===== config.mk =====
export PLATFORM = sky130hd
export DESIGN_NAME = rst_seq_arty7
export DESIGN_NICKNAME = d
export VERILOG_FILES = /design/src/rtl/rst_seq_arty7.sv
export SDC_FILE = /design/constraint.sdc
export NUM_CORES = 1
export LEC_CHECK = 0
export ABC_CLOCK_PERIOD_IN_PS = 1000
export BUFFER_PORTS_ARGS = -buffer_cell sky130_fd_sc_hd__buf_2
export CAP_MARGIN = 40
export CORE_MARGIN = 5
export CORE_UTILIZATION = 45
export DETAILED_ROUTE_END_ITERATION = 8
export GPL_ROUTABILITY_DRIVEN = 0
export PLACE_DENSITY_LB_ADDON = 0.1
export SLEW_MARGIN = 20
export SYNTH_ARGS = -nofsm -noshare
export SYNTH_HDL_FRONTEND = slang
export SYNTH_SLANG_ARGS = --single-unit

===== constraint.sdc =====
create_clock -name clk25Mhz_i -period 1 [get_ports clk25Mhz_i]
set_clock_uncertainty 0.1 [all_clocks]
set_input_delay 0.2 -clock clk25Mhz_i [delete_from_list [all_inputs] [get_ports clk25Mhz_i]]
set_output_delay 0.2 -clock clk25Mhz_i [all_outputs]
set_load 0.02 [all_outputs]

===== src/rtl/rst_seq_arty7.sv =====
// Reset sequencer for the 25 MHz MMCM domain: waits for a stable lock, then releases peripheral and core resets in order.
// Latency: periphRstn_o rises LOCK_STABLE_CYCLES clocks after the first synchronised lock cycle; coreRstn_o follows STAGE_GAP_CYCLES later.
// Backpressure: none; softRstReq_i is a one-cycle request, honoured only in RUN. Optional cause register: define RST_SEQ_CAUSE_EN.
module rst_seq_arty7 #(
  parameter int SYNC_STAGES        = 2,
  parameter int LOCK_STABLE_CYCLES = 1024,
  parameter int STAGE_GAP_CYCLES   = 16,
  parameter int SOFT_RST_CYCLES    = 32
) (
  input  logic       clk25Mhz_i,
  input  logic       RESETn_i,
  input  logic       mmcmLocked_i,
  input  logic       softRstReq_i,
`ifdef RST_SEQ_CAUSE_EN
  input  logic       rstCauseClr_i,
  output logic [2:0] rstCause_o,
`endif
  output logic       periphRstn_o,
  output logic       coreRstn_o,
  output logic       seqDone_o
);

  localparam int CNT_MAX_AB = (LOCK_STABLE_CYCLES > STAGE_GAP_CYCLES) ? LOCK_STABLE_CYCLES : STAGE_GAP_CYCLES;
  localparam int CNT_MAX    = (CNT_MAX_AB > SOFT_RST_CYCLES) ? CNT_MAX_AB : SOFT_RST_CYCLES;
  localparam int CW         = $clog2(CNT_MAX + 1);

  localparam logic [CW-1:0] LOCK_LAST = CW'(LOCK_STABLE_CYCLES - 1);
  localparam logic [CW-1:0] GAP_LAST  = CW'(STAGE_GAP_CYCLES - 1);
  localparam logic [CW-1:0] SOFT_LAST = CW'(SOFT_RST_CYCLES - 1);

  typedef enum logic [2:0] {
    WAIT_LOCK,
    LOCK_STABLE,
    PERIPH_UP,
    RUN,
    SOFT_RST
  } state_t;

  logic [SYNC_STAGES-1:0] rst_sync;
  logic [SYNC_STAGES-1:0] lock_pipe;
  logic                   rst_n;
  logic                   lock_sync;
  state_t                 state;
  state_t                 state_nxt;
  logic [CW-1:0]          cnt;
  logic [CW-1:0]          cnt_nxt;
  logic                   periph_nxt;
  logic                   core_nxt;

  // Board reset: assert asynchronously, release after SYNC_STAGES clean edges.
  always_ff @(posedge clk25Mhz_i or negedge RESETn_i) begin
    if (!RESETn_i) rst_sync <= '0;
    else           rst_sync <= {rst_sync[SYNC_STAGES-2:0], 1'b1};
  end

  assign rst_n = rst_sync[SYNC_STAGES-1];

  // MMCM lock crosses into the clock domain; it only starts sampling once internal reset is released.
  always_ff @(posedge clk25Mhz_i or negedge rst_n) begin
    if (!rst_n) lock_pipe <= '0;
    else        lock_pipe <= {lock_pipe[SYNC_STAGES-2:0], mmcmLocked_i};
  end

  assign lock_sync = lock_pipe[SYNC_STAGES-1];

  // Next-state and counter; lock loss overrides every other event. The edge that first sees
  // lock counts as the first stable cycle, so LOCK_STABLE is entered with the count at one.
  always_comb begin
    state_nxt = state;
    cnt_nxt   = '0;
    if (state != WAIT_LOCK && !lock_sync) begin
      state_nxt = WAIT_LOCK;
    end else begin
      case (state)
        WAIT_LOCK: begin
          if (lock_sync) begin
            if (LOCK_STABLE_CYCLES == 1) begin
              state_nxt = PERIPH_UP;
            end else begin
              state_nxt = LOCK_STABLE;
              cnt_nxt   = CW'(1);
            end
          end
        end
        LOCK_STABLE: begin
          if (cnt == LOCK_LAST) state_nxt = PERIPH_UP;
          else                  cnt_nxt   = cnt + CW'(1);
        end
        PERIPH_UP: begin
          if (cnt == GAP_LAST) state_nxt = RUN;
          else                 cnt_nxt   = cnt + CW'(1);
        end
        RUN: begin
          if (softRstReq_i) state_nxt = SOFT_RST;
        end
        SOFT_RST: begin
          if (cnt == SOFT_LAST) state_nxt = RUN;
          else                  cnt_nxt   = cnt + CW'(1);
        end
        default: state_nxt = WAIT_LOCK;
      endcase
    end
    periph_nxt = (state_nxt == PERIPH_UP) || (state_nxt == RUN) || (state_nxt == SOFT_RST);
    core_nxt   = (state_nxt == RUN);
  end

  // State, counter and registered reset outputs; core release always implies peripheral release.
  always_ff @(posedge clk25Mhz_i or negedge rst_n) begin
    if (!rst_n) begin
      state        <= WAIT_LOCK;
      cnt          <= '0;
      periphRstn_o <= 1'b0;
      coreRstn_o   <= 1'b0;
      seqDone_o    <= 1'b0;
    end else begin
      state        <= state_nxt;
      cnt          <= cnt_nxt;
      periphRstn_o <= periph_nxt;
      coreRstn_o   <= core_nxt;
      seqDone_o    <= core_nxt;
    end
  end

`ifdef RST_SEQ_CAUSE_EN
  logic loss_evt;
  logic soft_evt;

  assign loss_evt = (state != WAIT_LOCK) && !lock_sync;
  assign soft_evt = (state == RUN) && lock_sync && softRstReq_i;

  // Sticky cause flags: board reset is implied by the reset value; a same-cycle set beats a clear.
  always_ff @(posedge clk25Mhz_i or negedge rst_n) begin
    if (!rst_n) rstCause_o <= 3'b001;
    else        rstCause_o <= (rstCauseClr_i ? 3'b000 : rstCause_o) | {soft_evt, loss_evt, 1'b0};
  end
`endif

endmodule


==> results.md <==
* DP Wirelength at 1730 µm
* Post-route ant nets at 0
* Yosys cell types at 37
* Post-layout nets at 153
* Final-report hold violation count at 0
* Placed cells at 166
* Row count at 17
* Total die area at 3370 µm²
* Mapped Avg Cell Area at 10.3 µm²
* Clk Latency, worst-skew pair at 300 ps
* Drt pass-1 iters at 4
* GRT Overall Usage at 16.9%
* Gr ovfl total at 0
* CP startpoint kind: flop
* Worst R2R Path Depth at 5
* Yosys top cell by area: dfrtp_1
* CP Class: flop to flop
* Drt initial violations at 28
* Clock buffer depth at 2
* Root Driver: clkbuf_4
* Routed wire length at 2440 µm
* FF-to-FF Start: cnt[5]
* CP arrival at 1790 ps
* P_sw at 0.000314 W
* Number of global-route vias before repair at 932
* Area Overhead vs Synth at 44.0%
* Clock Sinks at 20
* Diodes inserted at 0
* Post-synth EDFFs at 0
* Gate power share at 8.7%
* Syn Nets at 106
* HP Class: flop to asynchronous set/reset pin
* Non-filler instance count after layout at 175
* Critical Path RT at 1090 ps
* Cell Area, Synth at 1040 µm²
* Synth top area share at 48.1%
* CTS tree: built
* PD cells at 952 nW/µm²
* Top-count cell post-synth: dfrtp_1
* Final core utilization at 67.7%
* Number of fill cells in the layout at 196
* Inserted Clock Buffers at 3
* Final worst path period share at 170%
* Outcome: finished with violations
* Pre-CTS setup slack at -710 ps
* Die width at 58.1 µm
* Reg power frac at 58.7%
* H-tree depth at 1
* Io pins at 7
* I/O Buffers at 6
* Final Setup Violations at 19
* Top post-synthesis cells by area: dfrtp_1 (48%), a21oi_1 (4.3%), xor2_1 (4.2%)
* Routed wire per std cell at 13.9 µm
* Int Pwr at 0.00111 W
* Switch share at 22.1%
* Post-synth ARST share at 100%
* Share of cells above drive strength 1 at 42.2%
* Max cap viols at 0
* Main synth FF type: dfrtp_1
* Max-slew violations at 0
* Clock power frac at 32.6%
* WHS at 92.3 ps
* Worst VDD drop at 0.000969 V
* Setup TNS at -10900 ps
* CP max FO at 5
* Synth cell count leaders: dfrtp_1 (20), a21oi_1 (9), nand2_1 (8), nor2_1 (6)
* Fmax at 587 MHz
* DR DRC count at 0
* CTS clock-pin slew for the worst setup and hold paths at 110 ps
* Failing checks: setup timing
* Final worst slack at -703 ps
* Pin count of the biggest net entering global routing at 19
* Setup crit start: cnt[5]
* Syn Inst Count at 101
* Yosys warnings at 0
* Die height at 58.1 µm
* Vias per cell at 5.24
* First-pass GRT wire length at 4310 µm
* Via count at 917
* RSZ-0062 raised after global routing: true
* Critical path endpoint category: flop
* Initial Utilization at 47.0%
* Core ar. at 2210 µm²
* Initial antenna violation count at 0
* Synthesized flop and latch total at 20
* LEAKAGE at 0.670 nW
* Seq/Total Area, Yosys at 48.1%
* Tmin final at 1700 ps
## sequential cells by signal (all words and copies together) (netlist names)
signal        flops
rst_sync          2
periphRstn_o      1
seqDone_o         1
lock_pipe         2
cnt              11
state             3
## timing repair
| item | 4_1_cts | 5_1_grt |
|---|---|---|
| pin swaps | 6 | 7 |
| buffers inserted | 0 | 2 |
| endpoints found under the setup margin | 19 | 19 |
| endpoints found under the hold margin | 3 | 0 |
| gates resized for setup | 15 | 4 |
| hold buffers | 2 | 0 |
| gates cloned | 1 | 0 |
## worst max-delay path: stages, from the launching register on
cell	delay [ps]
dfrtp_1	450
nor4_4	400
a31oi_1	150
o21ai_2	240
buf_4	180
o22ai_1	80
## layout make-up
class / count / area (µm²) / area share [%]
Inverter: 2 / 7.51 / 0.501
Sequential cell: 20 / 500 / 33.4
Clock buffer: 4 / 36.3 / 2.42
Timing Repair Buffer: 45 / 350 / 23.4
Multi-Input combinational cell: 76 / 568 / 37.9
Tap cell: 28 / 35.0 / 2.34
## final timing paths
path                       slack [ps]         to
setup / recovery                 -700    cnt[10]
hold / removal                     90     cnt[2]
setup reg to reg                 -700    cnt[10]
hold reg to reg                    90     cnt[2]
max in group asynchronous         510  seqDone_o
min in group clk25Mhz_i           130   state[1]
## stage by stage
stage | total power [W] | cell area [µm²]
floorplan | 0.000905 | 1050
global placement | 0.000961 | 1350
detailed placement | 0.000962 | 1350
CTS | 0.00144 | 1470
global route | 0.00151 | 1500
finish | 0.00143 | 1500
## layout by cell type (no fill, tap or decap), types with 3 or more instances in the layout
| cell | n |
|---|---|
| dfrtp_1 | 20 |
| nor2_1 | 6 |
| buf_2 | 3 |
| clkbuf_4 | 3 |
| and3_1 | 3 |
| buf_6 | 4 |
| a21oi_1 | 8 |
| nand2_1 | 7 |
| buf_4 | 36 |
| xor2_1 | 5 |
| xnor2_1 | 4 |
| nand4_1 | 5 |
## layer usage
layer | track usage (%) | part of all wire, % | up-vias
li1 | - | - | 458
met1 | 23.8 | 47 | 449
met2 | 26.3 | 51 | 8
met3 | 2.67 | 1.4 | 2
met4 | 5.96 | 0.70 | 0
met5 | 0 | 0 | -
## logic make-up (layout without fill, tap and decap cells)
family	after synthesis	count (layout)	share of synthesized area, %
other cells	1	1	0.361
xor+xnor	9	9	7.58
compound gates	23	23	13.5
mux	1	1	1.08
simple gates	41	41	25.9
fa+ha+maj	1	1	1.20
flops	20	20	48.1
buf+inv	5	51	2.29
## power by group through the flow
stage,sequential [W],combinational (W),clock (W)
global route,0.000839,0.000138,0.000528
global placement,0.000851,0.000110,0
finish,0.000836,0.000125,0.000464
CTS,0.000836,0.000124,0.000480
detailed placement,0.000852,0.000111,0
floorplan,0.000862,0.0000433,0
(Power assumes the default switching activity.)
